### src/rtl/muldiv_pkg.sv
// Shared MulDiv definitions: default operand width and the divider state encoding.
package muldiv_pkg;

  localparam int N = 4;

  typedef enum logic [1:0] {IDLE, RUN, DONE} div_state_t;

endpackage

### src/rtl/div_step.sv
// One restoring division step: shift in the next dividend bit, subtract the divisor if it fits.
module div_step #(
  parameter int N = 4
) (
  input  logic [N:0]   prem,
  input  logic         bit_in,
  input  logic [N-1:0] divisor,
  output logic [N:0]   prem_next,
  output logic         q_bit
);

  logic [N:0] shifted;
  logic [N:0] dvs_ext;

  assign shifted = {prem[N-1:0], bit_in};
  assign dvs_ext = {1'b0, divisor};

  // A set MSB means the shifted value already exceeds any N-bit divisor.
  assign q_bit     = prem[N] | (shifted >= dvs_ext);
  assign prem_next = q_bit ? shifted - dvs_ext : shifted;

endmodule

### src/rtl/seq_div.sv
// Sequential restoring divider: 2N-bit dividend / N-bit divisor, one quotient bit per clock.
module seq_div
  import muldiv_pkg::*;
#(
  parameter int N = muldiv_pkg::N
) (
  input  logic           clk,
  input  logic           reset,
  input  logic           start,
  input  logic [2*N-1:0] dividend,
  input  logic [N-1:0]   divisor,
  output logic           ready,
  output logic           done,
  output logic [2*N-1:0] quotient,
  output logic [N-1:0]   remainder,
  output logic           div_by_zero
);

  localparam int CW = $clog2(2*N) + 1;

  div_state_t state, state_next;

  logic [CW-1:0]  cnt;
  logic [2*N-1:0] dvd_q;   // dividend bits leave at the MSB, quotient bits enter at the LSB
  logic [N-1:0]   dvs_q;
  logic [N:0]     prem_q;
  logic [N:0]     prem_next;
  logic           q_bit;
  logic           accept;
  logic           last;

  div_step #(.N(N)) u_step (
    .prem      (prem_q),
    .bit_in    (dvd_q[2*N-1]),
    .divisor   (dvs_q),
    .prem_next (prem_next),
    .q_bit     (q_bit)
  );

  assign accept = ready & start;
  assign last   = (cnt == CW'(2*N-1));

  always_comb begin
    state_next = state;
    ready      = 1'b0;
    done       = 1'b0;
    case (state)
      IDLE: begin
        ready = 1'b1;
        if (start) state_next = (divisor == '0) ? DONE : RUN;
      end
      RUN:  if (last) state_next = DONE;
      DONE: begin
        done       = 1'b1;
        state_next = IDLE;
      end
      default: state_next = IDLE;
    endcase
  end

  always_ff @(posedge clk) begin
    if (reset) begin
      state       <= IDLE;
      cnt         <= '0;
      dvd_q       <= '0;
      dvs_q       <= '0;
      prem_q      <= '0;
      quotient    <= '0;
      remainder   <= '0;
      div_by_zero <= 1'b0;
    end else begin
      state <= state_next;
      if (accept) begin
        dvd_q  <= dividend;
        dvs_q  <= divisor;
        prem_q <= '0;
        cnt    <= '0;
        // Zero divisor skips RUN; the result is published on the accepting edge.
        if (divisor == '0) begin
          quotient    <= '1;
          remainder   <= dividend[N-1:0];
          div_by_zero <= 1'b1;
        end
      end else if (state == RUN) begin
        prem_q <= prem_next;
        dvd_q  <= {dvd_q[2*N-2:0], q_bit};
        cnt    <= cnt + 1'b1;
        if (last) begin
          quotient    <= {dvd_q[2*N-2:0], q_bit};
          remainder   <= prem_next[N-1:0];
          div_by_zero <= 1'b0;
        end
      end
    end
  end

endmodule

### config.mk
export PLATFORM = sky130hd
export DESIGN_NAME = seq_div
export DESIGN_NICKNAME = d
export VERILOG_FILES = /design/src/rtl/muldiv_pkg.sv /design/src/rtl/div_step.sv /design/src/rtl/seq_div.sv
export SDC_FILE = /design/constraint.sdc
export NUM_CORES = 1
export LEC_CHECK = 0
export BUFFER_PORTS_ARGS = -buffer_cell sky130_fd_sc_hd__buf_4
export CAP_MARGIN = 20
export CORE_MARGIN = 1.5
export CORE_UTILIZATION = 59
export DETAILED_ROUTE_END_ITERATION = 8
export PLACE_DENSITY = 0.83
export SLEW_MARGIN = 20
export SYNTH_ARGS = -nofsm -noshare
export SYNTH_HDL_FRONTEND = slang
export SYNTH_HIERARCHICAL = 1
export SYNTH_SLANG_ARGS = --single-unit
### constraint.sdc
create_clock -name clk -period 4.7 [get_ports clk]
set_clock_uncertainty 0.1 [all_clocks]
set_input_delay 0.47 -clock clk [delete_from_list [all_inputs] [get_ports clk]]
set_output_delay 0.47 -clock clk [all_outputs]
set_load 0.01 [all_outputs]
==> results.md, run 1 <==
- The number of standard cells after synthesis is between 200 and 250.
- The clock net in this run drives a total of 36 sinks.
- In the synthesized netlist the dominant register cell turns out to be dfxtp_1.
- The flip-flop and latch count after synthesis is 36.
- After detailed routing, the number of vias per cell comes to 6.08.
- The starting density of the core is 63.9%.
- Counting I/O delays and the setup requirement, the final critical path takes ~2.2 ns.
- For the pin with the worst max-slew slack, the measured transition is just under 0.8 ns.
- In the final layout, flip-flops and latches occupy between 700 and 800 µm².
- The floorplan die area is 3410 µm².
- In the post-route analysis, the smallest setup slack over all paths is between 2 and 3 ns.
- The CTS tree is done.
- The via count of the first global-routing pass is roughly 1500.
- The critical path class is flip-flop to flip-flop.
- During placement, the flow inserted port buffers numbering 29.
- The horizontal die dimension is approximately 58 µm.
- The clock passes through at most 2 buffers.
- The wire length of the first global-routing pass is a little over 7 mm.
- The data required time at the worst endpoint is just under 5 ns.
- The post-layout net count is 248.
- The total count of max-transition violations in the final report is 0.
- The post-route non-filler standard cell count is 259.
- From bottom edge to top edge, the die measures between 50 and 60 µm.
- The data arrival time of the critical path is 2.33 ns.
- The initialized floorplan defines 19 standard-cell rows.
- The part of the cycle the worst path needs is between 40% and 50%.
- Global routing used between 20 and 30% of the available tracks across all layers.
- The startpoint identified for the worst register-to-register timing path is dvs_q[1]$_SDFFE_PP0N_.
- Max-cap violations in this run came to 0.
- The worst register-to-register path has a setup slack of about 2.5 ns.
- In this run, the number of DRC markers left after iteration 0 of detailed routing was between 50 and 60.
- The most frequently used cell type in the post-synthesis netlist is dfxtp_1.
- The worst voltage drop across the vdd grid is ~0.00021 V.
- 0 antenna diodes ended up in the layout.
- After clock tree synthesis, the repair step resized 0 gates.
- In this run the static leakage power is ~0.00079 µW.
- The distinct cell type count after synthesis is between 40 and 50.
- At the placement stage, the worst setup path has a slack of between 2 and 3 ns.
- The total overflow left after global routing is 0.
- The number of enable-type register cells in the synthesized netlist is 0.
- The class of the tightest hold or removal check is input port to flip-flop.
- The kind of end point of the critical path is a flip-flop.
- The endpoint identified for the worst register-to-register timing path is remainder[1]$_SDFFE_PP0P_.
- Setup repair after global routing left no endpoint under its margin.
- The launch instance of the worst min-delay path is divisor[3].
- The number of buffers inserted for hold repair after clock tree synthesis is 0.
- Entering global routing, the biggest net connects 29 pins.
- By count the netlist is led by dfxtp_1, nand2_1, a21oi_1, inv_1, nor2_1.
- For this block, the via count after detailed routing is about 1600.
- The total number of yosys warnings is 6.
- The number of setup violations in the final report is 0.
- Of the cells placed in the final design, the portion with a size suffix greater than 1 is 21.9%.
- Counting tap cells, the placed design contains a total of between 200 and 300 instances.
- The worst setup path is launched from a flip-flop.
- The mapped cell area is around 1800 µm².
- The post-synthesis sequential area ratio is 39.9%.
- The number of antenna violations at the first check in global routing is 0.
- The fraction of post-synthesis cell area in the top cell type by area is roughly two fifths.
- The worst pin sits at a relative slew slack of roughly 48%.
- The final hold violation count came to 0.
- The synthesized area per cell is 8.91 µm².
- When the netlist entered floorplanning its net count stood at about 220.
- The final weighted congestion in routability-driven placement is 0.833.
- After synthesis, the cell types taking the most area are dfxtp_1, nand2_1, a21oi_1, ha_1, inv_1.
- The HPWL reported at the end of detailed placement is approximately 3 mm.
- For the final routed database, the setup TNS stands at 0 ns.
- The detailed-route wire length per cell is around 16 µm.
- The clock-pin transition on the worst setup and hold timing paths is between 0.1 and 0.15 ns.
- For this run, the top clock speed supported by timing is 0.461 GHz.
- The flow ran to the end, and the final reports show no timing, DRC or antenna violations.
- The async set-reset flop share out of synthesis is 0%.
- The number of clock buffers added by TritonCTS is 5.
- The number of buffers inserted by post-CTS setup repair is 0.
- Counting cells, the worst reg-to-reg path comes to 8.
- The routed wire length is ~4.2 mm.
- In this run the power density over the cells is 320 nW/µm².
- The I/O pin count is 30.
- dfxtp_1 takes more of the synthesized area than any other cell.
- The filler cell count is ~220.
- The number of nets still failing antenna checks after routing is 0.
- The buffer type at the clock tree root is clkbuf_4.
- CTS built an H-tree with a depth of 2.
- Compared with the post-synthesis result, the final layout area differs by 14.0%.
- The peak fanout along the critical path is 4.
- The core area is roughly 2800 µm².
- After detailed routing, the number of remaining DRC violations is 0.
- The count of cells along the worst hold path is 3.
- The clock network latency to the later pin of the worst-skew pair is ~0.35 ns.
- The number of detailed-route iterations in the first pass is 5.
- The path with the worst hold slack has its endpoint at dvs_q[3]$_SDFFE_PP0N_.
- The total area of multi-input combinational cells is approximately 960 µm².
[metal layers]
| metal | vias up | track usage, % | share of wire (%) |
|---|---|---|---|
| met3 | 8 | 6.15 | 4.7 |
| met4 | 0 | 12.3 | 2.1 |
| met5 | - | 0 | 0 |
| met1 | 753 | 35.1 | 43 |
| met2 | 53 | 44.6 | 50 |
| li1 | 762 | - | - |
[worst max path at each step]
| stage | from | to | cells past startpoint |
|---|---|---|---|
| global placement | dvs_q[1]$_SDFFE_PP0N_ | remainder[1]$_SDFFE_PP0P_ | 8 |
| detailed placement | dvs_q[1]$_SDFFE_PP0N_ | remainder[0]$_SDFFE_PP0P_ | 8 |
| CTS | dvs_q[1]$_SDFFE_PP0N_ | remainder[0]$_SDFFE_PP0P_ | 8 |
| finish | dvs_q[1]$_SDFFE_PP0N_ | remainder[1]$_SDFFE_PP0P_ | 8 |
| global route | dvs_q[1]$_SDFFE_PP0N_ | remainder[1]$_SDFFE_PP0P_ | 8 |
| floorplan | dvs_q[1]$_SDFFE_PP0N_ | remainder[1]$_SDFFE_PP0P_ | 8 |
[per-stage QoR]
stage	hold slack [ns]	area, µm²	total power, µW	utilization [%]
after floorplan	0.332	1810	450	-
after global placement	0.343	2000	478	70.6
after detailed placement	0.351	2000	486	70.6
after CTS	0.271	2060	660	72.8
after global routing	0.278	2060	688	72.8
final	0.280	2060	659	72.8
[final cells by class]
| class | instances | share of cell area (%) |
|---|---|---|
| Sequential cell | 36 | 35.0 |
| Multi-Input combinational cell | 140 | 46.6 |
| Clock buffer | 7 | 2.67 |
| Timing Repair Buffer | 30 | 10.9 |
| Inverter | 14 | 2.55 |
| Clock inverter | 1 | 0.364 |
| Tap cell | 31 | 1.88 |
[cell usage in the layout, fill, tap and decap left out, drive strengths merged, types with 2 or more instances in the layout]
cell type,count
inv,14
xnor2,2
a31oi,4
nand2b,3
buf,30
a21oi,21
a311oi,4
o21a,5
ha,5
a211oi,4
nor3,5
o221a,4
a221oi,4
nand2,36
o21ai,4
nor2b,4
dfxtp,36
nand3b,2
a22oi,5
clkbuf,7
mux2i,2
nor2,10
[logic make-up (layout without fill, tap and decap cells)]
logic type	Yosys count	after routing	share of synthesized area, %
AO/OA/AOI/OAI	60	60	24.4
XOR/XNOR	3	3	1.45
adder cells (fa/ha/maj)	6	6	4.57
buffers and inverters	27	52	6.99
flip-flops	36	36	39.9
multiplexers	3	3	1.94
AND/OR/NAND/NOR	68	68	20.8
[power by group]
group | internal (µW) | leakage [µW] | switching (µW)
Clock | 73.2 | 0.0000315 | 104
Combinational | 64.4 | 0.000470 | 87.1
Sequential | 320 | 0.000293 | 11.4
[worst max-delay path: stages, from the launching register on]
cell,delay [ns]
dfxtp_1,0.39
inv_1,0.06
ha_1,0.32
nor2b_4,0.14
o31a_4,0.31
nor2_8,0.15
mux2i_1,0.28
nand2_1,0.08
a311oi_1,0.25
[state kept, by name, summed over array words and instances (netlist names)]
name and cells:
cnt 4, div_by_zero 1, state 2, dvd_q 8, quotient 8, prem_q 5, remainder 4, dvs_q 4
(Power assumes the default switching activity.)
==> run 2: changes to the inputs <==
CORE_UTILIZATION = 50   (was 59)
PLACE_DENSITY = 0.75   (was 0.83)
clock period = 1.9 ns   (was 4.7 ns; I/O delays follow)
==> run 2 against run 1 <==
Against the previous run:
- the flow now finishes with violations (setup timing)
- sequential power is 150% higher
- clock power is 150% higher
- register-to-register slack worse by 2.6 ns
- combinational power grew to 3.3 times the previous value
- power grew to 2.7 times the previous value
- critical path depth is 1 higher
- final cell count is 14% higher
- die area is 17% higher
- worst setup slack worse by 2.6 ns
- critical endpoint unchanged
- largest power group unchanged
==> results.md, run 2 (synthesis results as in run 1) <==
- The flow ran to the end, but the final reports show violations.
- The final reports fail on setup timing.
- The critical path is of the flip-flop to flip-flop type.
- The number of clock buffers added by TritonCTS is 5.
- Detailed placement ended at an HPWL of ~2.9 mm.
- VDD sags by at most 0.000388 V.
- The worst slew margin relative to its limit is between 60% and 70%.
- The core area is roughly 3400 µm².
- Timing analysis after detailed placement gives a worst setup slack of -0.107 ns.
- Setup violations remaining at the end of the flow were counted as 7.
- In this run the power spent charging and discharging nets is between 500 and 600 µW.
- The via count of the first global-routing pass is between 1500 and 2000.
- Net switching is about 30% of the power.
- Entering global routing, the biggest net connects 29 pins.
- The count of buffers added on input and output ports is 29.
- The wire length of the first global-routing pass is about 7.1 mm.
- In this run the core area contains 21 standard-cell rows.
- The post-layout net count is 270.
- For the finished layout, the period the worst path requires is between 1.5 and 2 ns.
- The capturing point of the worst reg2reg path is remainder[1]$_SDFFE_PP0P_.
- Of the cells placed in the final design, the portion with a size suffix greater than 1 is between 30% and 40%.
- In this run, flip-flops and latches consume 46.8% of the power.
- Global routing consumed, on the met2 layer, ~38% of the routing resources.
- The peak fanout along the critical path is 4.
- The worst register-to-register path begins at dvs_q[1]$_SDFFE_PP0N_.
- The data required time at the worst endpoint is slightly above 2 ns.
- The clock drives 36 sinks.
- The clock network latency to the later pin of the worst-skew pair is between 0.3 and 0.4 ns.
- The H-tree depth is 2.
- The kind of end point of the critical path is a flip-flop.
- From bottom edge to top edge, the die measures roughly 63 µm.
- The tool flagged a number of max-cap violations equal to 0.
- The setup check on the worst reg-to-reg path leaves a slack of -0.07 ns.
- The number of antenna violations at the first check in global routing is 0.
- In this run the remaining antenna-violating nets after routing total 0.
- In this run the most critical hold path is launched from dividend[6].
- The CTS tree is done.
- The class of the tightest hold or removal check is input port to flip-flop.
- The total count of max-transition violations in the final report came to 0.
- The worst-margin pin slew is roughly 0.57 ns.
- The count of unresolved DRC violations after routing is 0.
- The overall routing resource usage is 22.7%.
- Global routing finished with a remaining overflow of 0.
- The root buffer cell chosen for the clock tree is clkbuf_4.
- The largest registers in the layout are dvd_q (8), quotient (8), prem_q (5).
- The global-route met3 utilization is 5.36%.
- Across all layers, the routed design uses 1639 vias.
- Counting along the longest clock path gives a buffer depth of 2.
- The total negative slack for setup checks is -0.265 ns.
- Setup repair after global routing could not meet its margin everywhere.
- The family of cells with the greatest summed delay on the critical path is compound AO/OA/AOI/OAI gates.
- Counting cells, the worst reg-to-reg path comes to 9.
- The internal power summed over all cells is between 1000 and 1500 µW.
- The routed wire length is 4.25 mm.
- Walking the worst path, the cells encountered are inv_2 > ha_4 > buf_6 > a41oi_2 > nand2_2 > nor2_8 > mux2i_2 > nand2_1 > a311oi_1.
- The final weighted congestion in routability-driven placement is 0.827.
- The highest clock frequency the design can meet is a little over 0.5 GHz.
- The startpoint type of the worst setup path is a flip-flop.
- The clock network is responsible for 24.8% of the overall power.
- In the final routed layout, each cell accounts on average for approximately 14 µm.
- Clock-pin slew was measured on the worst setup and hold paths at between 0.1 and 0.15 ns.
- Together, buffers and inverters on the worst path number 2.
- The worst min-delay path endpoint is dvd_q[6]$_SDFFE_PP0P_.
- The data arrival time of the critical path is 2.13 ns.
- The leakage power figure is roughly 0.00092 µW.
- Dividing the detail-routed via count by the number of cells gives ~5.5.
- The horizontal die dimension is roughly 63 µm.
- The global routing usage on met1 is approximately 29%.
- The library cells used most frequently in the layout, excluding fill and tap cells, are buf_4, dfxtp_1, nand2_1.
- For this design, the slowest cell found on the critical path is dfxtp_2.
- The library cell used most frequently in the layout, excluding fill and tap cells, is buf_4.
- In this run, the number of DRC markers left after iteration 0 of detailed routing was just over 100.
- The final hold violation count came to 0.
- Power spread over the standard cell area amounts to between 700 and 800 nW/µm².
- The number of antenna diodes in the final layout is 0.
- The delay contributed by the slowest stage of the critical path is approximately 0.35 ns.
- The layer carrying the most global-route usage is met2.
- Counting instances, the worst hold path has a depth of 2.
- The die covers ~4000 µm².
- In this run, the combinational gates consume 28.4% of the power.
- Relative to the synthesized area, the layout overhead comes to 30.9%.
- The setup slack after layout is -0.0672 ns.
- Before antenna repair, the detailed router went through 4 iterations.
- Pin placement for this block handled 30 I/O pins.
- The final critical path takes up 104% of the cycle.
- The starting density of the core is 53.3%.
-- run 2: cell types whose count changed in the layout (fill, tap and decap cells not counted), sizes merged --
cell         delta
buf            +21
dlygate4sd3     +1
clkinvlp        -1
clkbuf          +1
-- run 2: layout make-up --
| type | count | area [µm²] |
|---|---|---|
| Multi-Input combinational cell | 140 | 1060 |
| Fill cell | 252 | 1020 |
| Sequential cell | 36 | 726 |
| Timing Repair Buffer | 52 | 409 |
| Clock buffer | 8 | 58.8 |
| Tap cell | 46 | 57.6 |
| Inverter | 14 | 52.6 |
-- run 2: how the worst max path moves through the flow --
stage | end | cells past startpoint | startpoint
6_report | remainder[1]$_SDFFE_PP0P_ | 9 | dvs_q[1]$_SDFFE_PP0N_
5_1_grt | remainder[1]$_SDFFE_PP0P_ | 9 | dvs_q[1]$_SDFFE_PP0N_
4_1_cts | remainder[3]$_SDFFE_PP0P_ | 9 | dvs_q[1]$_SDFFE_PP0N_
3_5_place_dp | remainder[3]$_SDFFE_PP0P_ | 8 | dvs_q[3]$_SDFFE_PP0N_
3_3_place_gp | remainder[3]$_SDFFE_PP0P_ | 8 | dvs_q[3]$_SDFFE_PP0N_
2_1_floorplan | remainder[2]$_SDFFE_PP0P_ | 8 | dvs_q[1]$_SDFFE_PP0N_
-- run 2: routing by layer --
metal	wire length, µm	vias to the layer above
li1	-	805
met1	1900	789
met2	2100	39
met3	175	6
met4	69	0
met5	0	-
-- run 2: repair_timing --
item / 4_1_cts / 5_1_grt
pin swaps: 9 / 10
setup endpoints to repair: 4 / 11
resized for setup: 6 / 16
gates cloned: 0 / 0
hold buffers: 1 / 0
setup buffers: 3 / 1
endpoints found under the hold margin: 1 / 0
-- run 2: through the flow --
step | hold slack (ns) | instances | total power, µW | util [%] | area (µm²)
after floorplan | 0.218 | 203 | 1120 | - | 1820
after global placement | 0.341 | 283 | 1250 | 64.0 | 2170
after detailed placement | 0.351 | 283 | 1250 | 64.0 | 2170
after CTS | 0.00121 | 295 | 1710 | 67.7 | 2290
after global routing | 0.00700 | 296 | 1840 | 69.8 | 2370
final | 0.0108 | 296 | 1750 | 69.8 | 2370
-- run 2: power by group through the flow --
stage,logic (µW),clock network [µW],registers [µW]
floorplan,289,0,828
global placement,413,0,833
detailed placement,418,0,834
CTS,448,441,818
global route,541,477,825
finish,497,435,820
-- run 2: worst reg2reg max path: cells and delay by family, from the launching register on --
family          cells  cell delay, ns
compound gates      2            0.44
fa+ha+maj           1            0.21
buf+inv             2            0.15
flops               1            0.35
mux                 1            0.26
simple gates        3            0.37
